===== src/rtl/bus_interface_unit.sv =====
// bus_interface_unit
// Bus interface unit for the t8086 core. Two independent engines share the
// clock:
//   * an instruction prefetcher that streams bytes from the byte-wide ROM port
//     into a circular queue of QUEUE_DEPTH bytes (flush reloads the pointer);
//   * a data FSM that serves byte / little-endian word reads and writes from
//     the execution side over the byte-wide RAM read and write ports.
// Ports:
//   clk, rst (async active-low)       clock and reset
//   flush, flush_ip                   discard queue, reload fetch pointer
//   q_rd, q_data, q_valid, q_count    prefetch queue consumer side
//   mem_req/we/word/addr/wdata        data request; mem_ack/mem_rdata reply
//   rom_en/rom_addr/rom_data          ROM fetch port (1-cycle read latency)
//   ram_rd_en/ram_rd_addr/ram_rd_data RAM read port (1-cycle read latency)
//   ram_wr_en/ram_wr_addr/ram_wr_data RAM write port
module bus_interface_unit #(
    parameter int                QUEUE_DEPTH = 6,
    parameter int                ADDR_W      = 16,
    parameter int                FETCH_GAP   = 1,
    parameter logic [ADDR_W-1:0] RESET_IP    = '0
) (
    input  logic                                 clk,
    input  logic                                 rst,
    input  logic                                 flush,
    input  logic [ADDR_W-1:0]                    flush_ip,
    input  logic                                 q_rd,
    output logic [7:0]                           q_data,
    output logic                                 q_valid,
    output logic [$clog2(QUEUE_DEPTH+1)-1:0]     q_count,
    input  logic                                 mem_req,
    input  logic                                 mem_we,
    input  logic                                 mem_word,
    input  logic [ADDR_W-1:0]                    mem_addr,
    input  logic [15:0]                          mem_wdata,
    output logic                                 mem_ack,
    output logic [15:0]                          mem_rdata,
    output logic                                 rom_en,
    output logic [ADDR_W-1:0]                    rom_addr,
    input  logic [7:0]                           rom_data,
    output logic                                 ram_rd_en,
    output logic [ADDR_W-1:0]                    ram_rd_addr,
    input  logic [7:0]                           ram_rd_data,
    output logic                                 ram_wr_en,
    output logic [ADDR_W-1:0]                    ram_wr_addr,
    output logic [7:0]                           ram_wr_data
);

    localparam int CNT_W = $clog2(QUEUE_DEPTH + 1);
    localparam int PTR_W = (QUEUE_DEPTH > 1) ? $clog2(QUEUE_DEPTH) : 1;
    // Highest occupancy (queued + in flight) at which another fetch may go out.
    localparam logic [CNT_W:0] ISSUE_LIMIT = (CNT_W+1)'(QUEUE_DEPTH - FETCH_GAP);
    localparam logic [PTR_W-1:0] PTR_LAST  = PTR_W'(QUEUE_DEPTH - 1);

    typedef enum logic [2:0] {
        IDLE   = 3'd0,
        RD_LO  = 3'd1,
        RD_HI  = 3'd2,
        RD_END = 3'd3,
        WR_LO  = 3'd4,
        WR_HI  = 3'd5
    } dstate_e;

    // Circular pointer advance; depth need not be a power of two.
    function automatic logic [PTR_W-1:0] ptr_inc(input logic [PTR_W-1:0] p);
        return (p == PTR_LAST) ? '0 : p + PTR_W'(1);
    endfunction

    // ---------------- prefetch queue ----------------
    logic [7:0]        qmem_q [QUEUE_DEPTH];
    logic [PTR_W-1:0]  head_q, head_d, tail_q, tail_d;
    logic [CNT_W-1:0]  count_q, count_d;
    logic [ADDR_W-1:0] fp_q, fp_d;
    logic              pend_q;   // a fetch issued last cycle whose byte arrives now
    logic              run_q;    // holds issue off until the first edge after reset release
    logic [CNT_W:0]    occ_s;
    logic              issue_s, push_s, pop_s;

    assign occ_s   = {1'b0, count_q} + {{CNT_W{1'b0}}, pend_q};
    assign issue_s = run_q && !flush && (occ_s <= ISSUE_LIMIT);
    // Flush discards the byte of the fetch that is in flight.
    assign push_s  = pend_q && !flush;
    assign pop_s   = q_rd && (count_q != '0) && !flush;

    // The fetch port is combinational so a flush suppresses issue in its own cycle.
    assign rom_en   = issue_s;
    assign rom_addr = issue_s ? fp_q : '0;
    assign q_data   = qmem_q[head_q];
    assign q_valid  = (count_q != '0);
    assign q_count  = count_q;

    // Next-state for queue pointers, occupancy and fetch pointer.
    always_comb begin
        head_d  = head_q;
        tail_d  = tail_q;
        count_d = count_q;
        fp_d    = fp_q;
        if (flush) begin
            head_d  = '0;
            tail_d  = '0;
            count_d = '0;
            fp_d    = flush_ip;
        end else begin
            if (pop_s) begin
                head_d = ptr_inc(head_q);
            end else begin
                head_d = head_q;
            end
            if (push_s) begin
                tail_d = ptr_inc(tail_q);
            end else begin
                tail_d = tail_q;
            end
            case ({push_s, pop_s})
                2'b10:   count_d = count_q + CNT_W'(1);
                2'b01:   count_d = count_q - CNT_W'(1);
                default: count_d = count_q;
            endcase
            if (issue_s) begin
                fp_d = fp_q + ADDR_W'(1);
            end else begin
                fp_d = fp_q;
            end
        end
    end

    // Prefetch state registers and queue storage.
    always_ff @(posedge clk or negedge rst) begin
        if (!rst) begin
            head_q  <= '0;
            tail_q  <= '0;
            count_q <= '0;
            fp_q    <= RESET_IP;
            pend_q  <= 1'b0;
            run_q   <= 1'b0;
            for (int i = 0; i < QUEUE_DEPTH; i++) begin
                qmem_q[i] <= 8'h00;
            end
        end else begin
            head_q  <= head_d;
            tail_q  <= tail_d;
            count_q <= count_d;
            fp_q    <= fp_d;
            pend_q  <= issue_s;
            run_q   <= 1'b1;
            if (push_s) begin
                qmem_q[tail_q] <= rom_data;
            end
        end
    end

    // ---------------- data access FSM ----------------
    dstate_e           state_q;
    logic              word_q;
    logic [ADDR_W-1:0] addr_q;
    logic [15:0]       wdata_q;
    logic [7:0]        lo_q;
    logic              mem_ack_q, ram_rd_en_q, ram_wr_en_q;
    logic [ADDR_W-1:0] ram_rd_addr_q, ram_wr_addr_q;
    logic [7:0]        ram_wr_data_q;

    assign mem_ack     = mem_ack_q;
    assign ram_rd_en   = ram_rd_en_q;
    assign ram_rd_addr = ram_rd_addr_q;
    assign ram_wr_en   = ram_wr_en_q;
    assign ram_wr_addr = ram_wr_addr_q;
    assign ram_wr_data = ram_wr_data_q;

    // Read data arrives in the ack cycle itself, so the final byte is passed straight through.
    always_comb begin
        mem_rdata = 16'h0000;
        if (state_q == RD_END) begin
            mem_rdata = word_q ? {ram_rd_data, lo_q} : {8'h00, ram_rd_data};
        end else begin
            mem_rdata = 16'h0000;
        end
    end

    // Data FSM with registered port strobes, set up one state ahead.
    always_ff @(posedge clk or negedge rst) begin
        if (!rst) begin
            state_q       <= IDLE;
            word_q        <= 1'b0;
            addr_q        <= '0;
            wdata_q       <= 16'h0000;
            lo_q          <= 8'h00;
            mem_ack_q     <= 1'b0;
            ram_rd_en_q   <= 1'b0;
            ram_wr_en_q   <= 1'b0;
            ram_rd_addr_q <= '0;
            ram_wr_addr_q <= '0;
            ram_wr_data_q <= 8'h00;
        end else begin
            case (state_q)
                IDLE: begin
                    ram_rd_en_q <= 1'b0;
                    ram_wr_en_q <= 1'b0;
                    mem_ack_q   <= 1'b0;
                    if (mem_req) begin
                        word_q  <= mem_word;
                        addr_q  <= mem_addr;
                        wdata_q <= mem_wdata;
                        if (mem_we) begin
                            state_q       <= WR_LO;
                            ram_wr_en_q   <= 1'b1;
                            ram_wr_addr_q <= mem_addr;
                            ram_wr_data_q <= mem_wdata[7:0];
                            mem_ack_q     <= !mem_word;   // byte write completes in WR_LO
                        end else begin
                            state_q       <= RD_LO;
                            ram_rd_en_q   <= 1'b1;
                            ram_rd_addr_q <= mem_addr;
                        end
                    end else begin
                        state_q <= IDLE;
                    end
                end
                RD_LO: begin
                    if (word_q) begin
                        state_q       <= RD_HI;
                        ram_rd_en_q   <= 1'b1;
                        ram_rd_addr_q <= addr_q + ADDR_W'(1);
                    end else begin
                        state_q     <= RD_END;
                        ram_rd_en_q <= 1'b0;
                        mem_ack_q   <= 1'b1;
                    end
                end
                RD_HI: begin
                    lo_q        <= ram_rd_data;
                    state_q     <= RD_END;
                    ram_rd_en_q <= 1'b0;
                    mem_ack_q   <= 1'b1;
                end
                RD_END: begin
                    state_q   <= IDLE;
                    mem_ack_q <= 1'b0;
                end
                WR_LO: begin
                    if (word_q) begin
                        state_q       <= WR_HI;
                        ram_wr_en_q   <= 1'b1;
                        ram_wr_addr_q <= addr_q + ADDR_W'(1);
                        ram_wr_data_q <= wdata_q[15:8];
                        mem_ack_q     <= 1'b1;
                    end else begin
                        state_q     <= IDLE;
                        ram_wr_en_q <= 1'b0;
                        mem_ack_q   <= 1'b0;
                    end
                end
                WR_HI: begin
                    state_q     <= IDLE;
                    ram_wr_en_q <= 1'b0;
                    mem_ack_q   <= 1'b0;
                end
                default: begin
                    state_q     <= IDLE;
                    ram_rd_en_q <= 1'b0;
                    ram_wr_en_q <= 1'b0;
                    mem_ack_q   <= 1'b0;
                end
            endcase
        end
    end

endmodule

===== config.mk =====
export PLATFORM = sky130hd
export DESIGN_NAME = bus_interface_unit
export DESIGN_NICKNAME = d
export VERILOG_FILES = /design/src/rtl/bus_interface_unit.sv
export SDC_FILE = /design/constraint.sdc
export NUM_CORES = 1
export LEC_CHECK = 0
export CELL_PAD_IN_SITES_DETAIL_PLACEMENT = 1
export CELL_PAD_IN_SITES_GLOBAL_PLACEMENT = 2
export CORE_MARGIN = 4
export CORE_UTILIZATION = 28
export CTS_CLUSTER_SIZE = 40
export DETAILED_ROUTE_END_ITERATION = 8
export GPL_ROUTABILITY_DRIVEN = 0
export PLACE_DENSITY_LB_ADDON = 0.1
export SETUP_SLACK_MARGIN = 0.02
export SLEW_MARGIN = 20
export SYNTH_ARGS = -nofsm -noshare
export SYNTH_HDL_FRONTEND = slang
export SYNTH_SLANG_ARGS = --single-unit

===== constraint.sdc =====
create_clock -name clk -period 3.14 [get_ports clk]
set_clock_uncertainty 0.2 [all_clocks]
set_input_delay 0.628 -clock clk [delete_from_list [all_inputs] [get_ports clk]]
set_output_delay 0.628 -clock clk [all_outputs]
set_load 0.1 [all_outputs]

==> results.md, run 1 <==
- Die Area: 29,400 sq um
- DR DRC count: 0
- VDD IR-drop max: 0.663 mV
- Clock Sinks: 154
- Vias/cell: 4.85
- Pins Over Slew Limit: 0
- Total gr overflow: 0
- Synth Area in Adders: 0.936%
- Antenna Cells: 0
- CP Data Arrival Time: 2270 ps
- Hold WS: -15.6 ps
- Overall routing resource usage: 15.5%
- Outcome: finished with violations
- Htree depth: 4
- Io pins: 159
- Final #Nets: 930
- Final Core Density: 40.7%
- Met3 usage: 3.61%
- Largest net degree at the start of global routing: 65
- Synth Area in XOR/XNOR: 3.98%
- IO Port Bufs: 158
- Power Dens Cells: 1080 nW/um^2
- Post-Synth Simple-Gate Area: 14.7%
- P&R area growth vs syn: 42.5%
- Final min period: 3090 ps
- Crit start category: flip-flop
- Seq cells post-synth: 154
- Crit-path max cell delay: 480 ps
- Leak pwr: 0.00467 uW
- Routed Antenna Nets: 0
- Post-Syn Area: 7490 sq um
- Syn Inst Count: 676
- Critical path, cell by cell: ha_4 -> ha_4 -> xor2_2 -> nand2_1 -> nand3b_1 -> nor2_4 -> buf_8 -> and2_4 -> buf_12
- Grt peak-use layer: met2
- TritonCTS Buffers: 17
- Root Buffer Master: clkbuf_16
- Worst setup path end: rom_addr[3]
- First-pass GRT wire length: 35,700 um
- Fin. Hold Viols: 3
- CTS tree: yes
- Longest Clk Path Bufs: 2
- DRT Wirelength: 22,200 um
- Routed length per instance: 18.4 um
- Starting DRT DRC Count: 240
- Core Area: 26,200 sq um
- Post-synthesis sequential area ratio: 51.5%
- RSZ-0062 raised after global routing: yes
- Multiplexer share of the synthesized area: 18.0%
- Final Setup Violations: 0
- Slew headroom: 36.8%
- Worst setup path start: q_count[0]$_DFFE_PN0P_
- Synth warnings: 0
- Post-synthesis async set-or-reset flop share: 100%
- Slowest CP cell: dfrtp_4
- R2R Path Start: q_count[0]$_DFFE_PN0P_
- Syn_nets: 752
- Most frequent cell on the critical path: ha_4
- Failing checks: negative hold slack
- CTS Hold Buffers Added: 0
- Initial antenna violation count: 1
- Total iterations of the first detailed-routing run: 5
- Reg-to-reg endpoint: fp_q[0]$_DFFE_PN0P_
- R2r setup slk: 150 ps
- Row count: 59
- Number of synthesized flops with an enable pin: 0
- Fmax achieved: 0.323 GHz
- Worst skew pair latency: 430 ps
- Final period util: 98.6%
- Main synth FF type: dfrtp_1
- Compound-Gate Fraction of Synth Area: 7.74%
- Layout cells sized above 1: 34.7%
- Die width: 172 um
- Met1 Usage GRT: 18.6%
- Main combinational cell family by area after synthesis: multiplexers
- Initial core utilization: 28.6%
- M2 GR Usage: 27.7%
- Critical Path RT: 2310 ps
- Hold Path Class: in2async
- Total Power: 11,600 uW
- Max-cap check violation count: 0
- FF-to-FF path depth: 17
- Clock slew at reported path FFs: 70 ps
- WS Path Type: reg2out
- Worst-Margin Slew: 946 ps
- Die Y: 172 um
- Vias in the first global route: 6,574
- Avg Inst Size Synth: 11.1 sq um
- DPL Wire Length: 15,600 um
- Fill count: 2,842
- Crit end category: output port
- DR vias: 5,832
- Crit-path max FO: 10
- Total negative slack: 0 ps
- Distinct cells, synth: 48
==> repair_timing <==
item | CTS | global route
endpoints found under the setup margin | 17 | 19
gates resized for setup | 15 | 3
pin swaps | 1 | 4
cloned | 1 | 0
buffers inserted | 20 | 2
==> power breakdown <==
| group | leakage, uW | internal (uW) | switching [uW] |
|---|---|---|---|
| Clock | 0.000261 | 1040 | 926 |
| Sequential | 0.00191 | 2640 | 530 |
| Combinational | 0.00250 | 1990 | 4440 |
| Total | 0.00467 | 5680 | 5900 |
==> routing by layer <==
layer	wire [um]	share of wire, %
met1	9210	42
met2	11700	53
met3	848	3.8
met4	370	1.7
met5	13	0.059
==> layout make-up <==
cell class / instances / area, sq um / share of cell area, %
timing repair buffer: 197 / 2220 / 20.8
tap: 335 / 419 / 3.93
sequential: 154 / 3860 / 36.2
multi-input combinational: 473 / 3570 / 33.5
clock buffer: 18 / 429 / 4.02
clock inverter: 14 / 125 / 1.17
inverter: 11 / 46.3 / 0.434
==> sequential cells by signal (all words and copies together) (netlist names), 8 cells and up <==
register	count
qmem_q	48
addr_q	16
fp_q	16
ram_rd_addr	16
ram_wr_addr	16
lo_q	8
ram_wr_data	8
wdata_q	8
==> metrics by stage <==
step,setup WS [ps],instances,area (sq um)
floorplan,25.9,676,7620
global placement,172,1151,9900
detailed placement,45.0,1151,9900
CTS,-9.92,1204,10700
global route,-68.2,1202,10700
finish,45.0,1202,10700
==> worst max-delay path: cells and delay by family, from the launching register on <==
family,cells,cell delay (ps)
flip-flops,1,480
buffers and inverters,2,330
adder cells (fa/ha/maj),2,320
XOR/XNOR,1,140
AND/OR/NAND/NOR,4,560
==> worst min path at each step <==
stage / startpoint / to / slack (ps) / depth (start not counted)
CTS: rst / qmem_q[9]$_DFFE_PN0P_ / 20 / 1
global placement: ram_wr_addr[6]$_DFFE_PN0P_ / ram_wr_addr[6]$_DFFE_PN0P_ / 260 / 1
global route: rst / qmem_q[9]$_DFFE_PN0P_ / 20 / 1
detailed placement: ram_wr_addr[6]$_DFFE_PN0P_ / ram_wr_addr[6]$_DFFE_PN0P_ / 270 / 1
floorplan: rst / addr_q[0]$_DFFE_PN0P_ / 130 / 0
finish: rst / qmem_q[9]$_DFFE_PN0P_ / -20 / 1
==> synth_stat cells, types with 3 or more instances <==
master	number	area [sq um]
o21ai_1	14	70.1
nand4_1	4	25.0
a21oi_1	11	55.1
a31oi_1	10	62.6
nor3b_1	3	22.5
nand3_1	25	125
buf_6	3	33.8
clkbuf_1	19	71.3
buf_1	3	11.3
or3_1	3	18.8
mux2_2	85	957
nand2_1	89	334
xor2_1	22	193
o22ai_1	8	50.1
xnor2_1	12	105
o21ai_0	16	80.1
nor3_1	8	40.0
and2_1	18	113
buf_2	12	60.1
a21o_1	6	45.0
mux4_2	8	180
a211oi_1	6	45.0
ha_1	4	50.1
and3_1	18	113
o211ai_1	9	67.6
nor2_1	45	169
inv_1	10	37.5
mux2i_1	21	210
nand3b_1	3	22.5
dfrtp_1	154	3850
o221ai_1	6	52.6
==> cells by family after synthesis <==
| family | Yosys count |
|---|---|
| xor+xnor | 34 |
| fa+ha+maj | 5 |
| compound gates | 91 |
| buf+inv | 49 |
| mux | 114 |
| flops | 154 |
| simple gates | 228 |
| other cells | 1 |
==> placed cells by master, fill, tap and decap left out, types with 3 or more instances in the layout <==
cell type,synthesis,routed
dfrtp_1,154,151
nand2_1,89,89
mux2_2,85,85
buf_4,1,81
clkdlybuf4s50_1,0,69
buf_12,0,44
nor2_1,45,36
nand3_1,25,25
mux2i_1,21,21
xor2_1,22,20
and3_1,18,18
clkbuf_16,0,17
o21ai_1,14,16
and2_4,0,16
o21ai_0,16,14
xnor2_1,12,12
a21oi_1,11,10
a31oi_1,10,10
inv_1,10,10
o211ai_1,9,9
nor2_2,0,8
mux4_2,8,8
o22ai_2,0,8
nor3_1,8,7
a21o_1,6,6
a211oi_1,6,6
o221ai_1,6,6
inv_6,0,6
nand4_1,4,4
clkinvlp_4,0,4
or3_1,3,3
nand3b_1,3,3
nor3b_1,3,3
inv_8,0,3
No activity file was read; power rests on OpenSTA's default activity.
==> run 2, diff against run 1 <==
--- a/config.mk
+++ b/config.mk
@@ -5,12 +5,14 @@
 export SDC_FILE = /design/constraint.sdc
 export NUM_CORES = 1
 export LEC_CHECK = 0
+export ABC_AREA = 1
 export CELL_PAD_IN_SITES_DETAIL_PLACEMENT = 1
 export CELL_PAD_IN_SITES_GLOBAL_PLACEMENT = 2
 export CORE_MARGIN = 4
 export CORE_UTILIZATION = 28
 export CTS_CLUSTER_SIZE = 40
 export DETAILED_ROUTE_END_ITERATION = 8
+export DONT_BUFFER_PORTS = 1
 export GPL_ROUTABILITY_DRIVEN = 0
 export PLACE_DENSITY_LB_ADDON = 0.1
 export SETUP_SLACK_MARGIN = 0.02
==> run 2 against run 1 <==
  * The run still ends with negative hold slack left
  * Clock-buffer cell count increased by 3
  * Core utilization is 5.9 points lower
  * Combinational power shrank 46%
  * Global-route usage rose by 1.4 points
  * Critical path depth down 1
  * Hold slack got worse by 300 ps
  * Total power decreased by 8.0%
  * Die area increased by 3.8%
  * Setup slack better by 160 ps
  * Synthesized cell count increased by 54%
  * Via count is 17% higher
  * Routed wire length increased by 14%
  * Highest routed layer is now met4
==> results.md, run 2 <==
- Io pins: 159
- Crit end category: output port
- Vias in the first global route: 7,272
- CTS tree: yes
- Syn_nets: 1,115
- Antenna Cells: 0
- Pins Over Slew Limit: 0
- Final #Nets: 1,154
- Hold Path Class: in2async
- Worst skew pair latency: 430 ps
- Slew headroom: 33.9%
- Post-synthesis sequential area ratio: 49.5%
- Routed Antenna Nets: 0
- Final Non-Filler Cells: 1,462
- TritonCTS Buffers: 17
- Core Area: 27,200 sq um
- Layout cells sized above 1: 13.1%
- Overall routing resource usage: 16.9%
- CP Data Arrival Time: 2110 ps
- Clock Sinks: 154
- IO Port Bufs: 0
- Initial core utilization: 28.7%
- Power Dens Cells: 1130 nW/um^2
- Worst-Margin Slew: 992 ps
- Total Power: 10,700 uW
- Fin. Hold Viols: 154
- Starting DRT DRC Count: 374
- Largest register by flop count: qmem_q
- Die Area: 30,500 sq um
- Main synth FF type: dfrtp_1
- Longest Clk Path Bufs: 2
- Distinct cells, synth: 34
- Clock slew at reported path FFs: 70 ps
- RSZ-0062 raised after global routing: no
- Top cell type's share of synthesized area: 49.5%
- Root Buffer Master: clkbuf_16
- Routed length per instance: 17.2 um
- Largest area contributor in the netlist: dfrtp_1
- Seq cells post-synth: 154
- Most frequent cell after synthesis: nand2_1
- DRT Wirelength: 25,200 um
- Number of flip-flops in the largest register: 48
- First-pass GRT wire length: 41,300 um
- Final Setup Violations: 0
- Htree depth: 4
- Row count: 60
- Leak pwr: 0.00452 uW
- DR vias: 6,806
- Largest net degree at the start of global routing: 155
- Vias/cell: 4.66
- P&R area growth vs syn: 21.6%
- Fmax achieved: 0.341 GHz
- Syn Inst Count: 1,039
- Final period util: 93.4%
- Max-cap check violation count: 0
- Commonest non-fill, non-tap cells in the layout: 357 x nand2_1, 152 x dfrtp_1, 105 x o21ai_0
- Initial antenna violation count: 0
- Crit-path max FO: 16
- DR DRC count: 0
- Top cells by area, synth: dfrtp_1 49%, nand2_1 17%, o21ai_0 7.3%
- Critical Path RT: 2310 ps
- Number of synthesized flops with an enable pin: 0
- Most common cell after layout, fill and taps aside: nand2_1
- Total iterations of the first detailed-routing run: 4
- Post-Place Cells: 1,431
- Crit start category: flip-flop
- Die width: 175 um
- Post-synthesis async set-or-reset flop share: 100%
- Outcome: finished with violations
- Die Y: 175 um
- VDD IR-drop max: 0.447 mV
- DPL Wire Length: 17,800 um
- Synth warnings: 0
- Avg Inst Size Synth: 7.49 sq um
- Total gr overflow: 0
- WS Path Type: reg2out
- Hold WS: -317 ps
- Commonest cells post-synth: 357 x nand2_1, 154 x dfrtp_1, 113 x nor2_1, 113 x o21ai_0, 83 x inv_1
- Post-Syn Area: 7790 sq um
- Failing checks: negative hold slack
- Final min period: 2930 ps
-- run 2: cell type report --
type / instances / area [sq um]
Clock inverter: 10 / 141
Fill cell: 3324 / 17700
Clock buffer: 21 / 450
Multi-Input combinational cell: 756 / 3580
Inverter: 91 / 342
Tap cell: 372 / 465
Timing Repair Buffer: 58 / 636
Sequential cell: 154 / 3860
-- run 2: cells by family after synthesis --
family | share of synthesized area (%)
compound gates | 11.7
buf+inv | 6.80
other cells | 0.0482
fa+ha+maj | 0.900
flops | 49.5
simple gates | 29.9
xor+xnor | 1.12
-- run 2: final timing paths --
check	startpoint	endpoint	slack [ps]	cells after the start
setup / recovery	pend_q$_DFF_PN0_	rom_addr[0]	210	8
hold / removal	rst	qmem_q[14]$_DFFE_PN0P_	-320	0
setup reg to reg	q_count[2]$_DFFE_PN0P_	q_count[2]$_DFFE_PN0P_	750	11
hold reg to reg	wdata_q[15]$_DFFE_PN0P_	wdata_q[15]$_DFFE_PN0P_	270	2
max in group asynchronous	rst	ram_wr_addr[7]$_DFFE_PN0P_	2520	0
min in group clk	mem_wdata[14]	wdata_q[14]$_DFFE_PN0P_	110	2
-- run 2: layer usage --
layer  wire [um]  up-vias  track usage [%]
met1       11300     3283             21.8
li1            -     3406                -
met3        1090       20             4.00
met2       12500       97             28.8
met5           0        -                0
met4         324        0             4.16
-- run 2: repair_timing --
| action | in CTS | in global routing |
|---|---|---|
| setup buffers | 0 | 0 |
| hold endpoints to repair | 154 | 154 |
| setup endpoints to repair | 0 | 8 |
| resized for setup | 0 | 1 |
-- run 2: per-stage QoR --
step	TNS [ps]	worst slack, ps	area, sq um	util, %
final	0	206	9470	34.8
after CTS	0	103	9460	34.8
after global placement	0	645	8870	32.6
after detailed placement	0	576	8870	32.6
after global routing	0	22.6	9470	34.8
after floorplan	-191	-191	7900	-
-- run 2: critical path, cell delays in order, from the launching register on --
cell and delay (ps):
dfrtp_1 410, ha_1 210, ha_1 190, xor2_1 130
nand2_1 70, nand2_2 80, buf_4 320, nor2_2 90
buf_12 170
-- run 2: report_power, final --
group | switching, uW | leakage, uW | internal [uW] | total, uW
combinational | 2520 | 0.00230 | 953 | 3470
sequential | 2470 | 0.00194 | 2580 | 5040
clock | 864 | 0.000284 | 1270 | 2140
total | 5850 | 0.00452 | 4800 | 10700
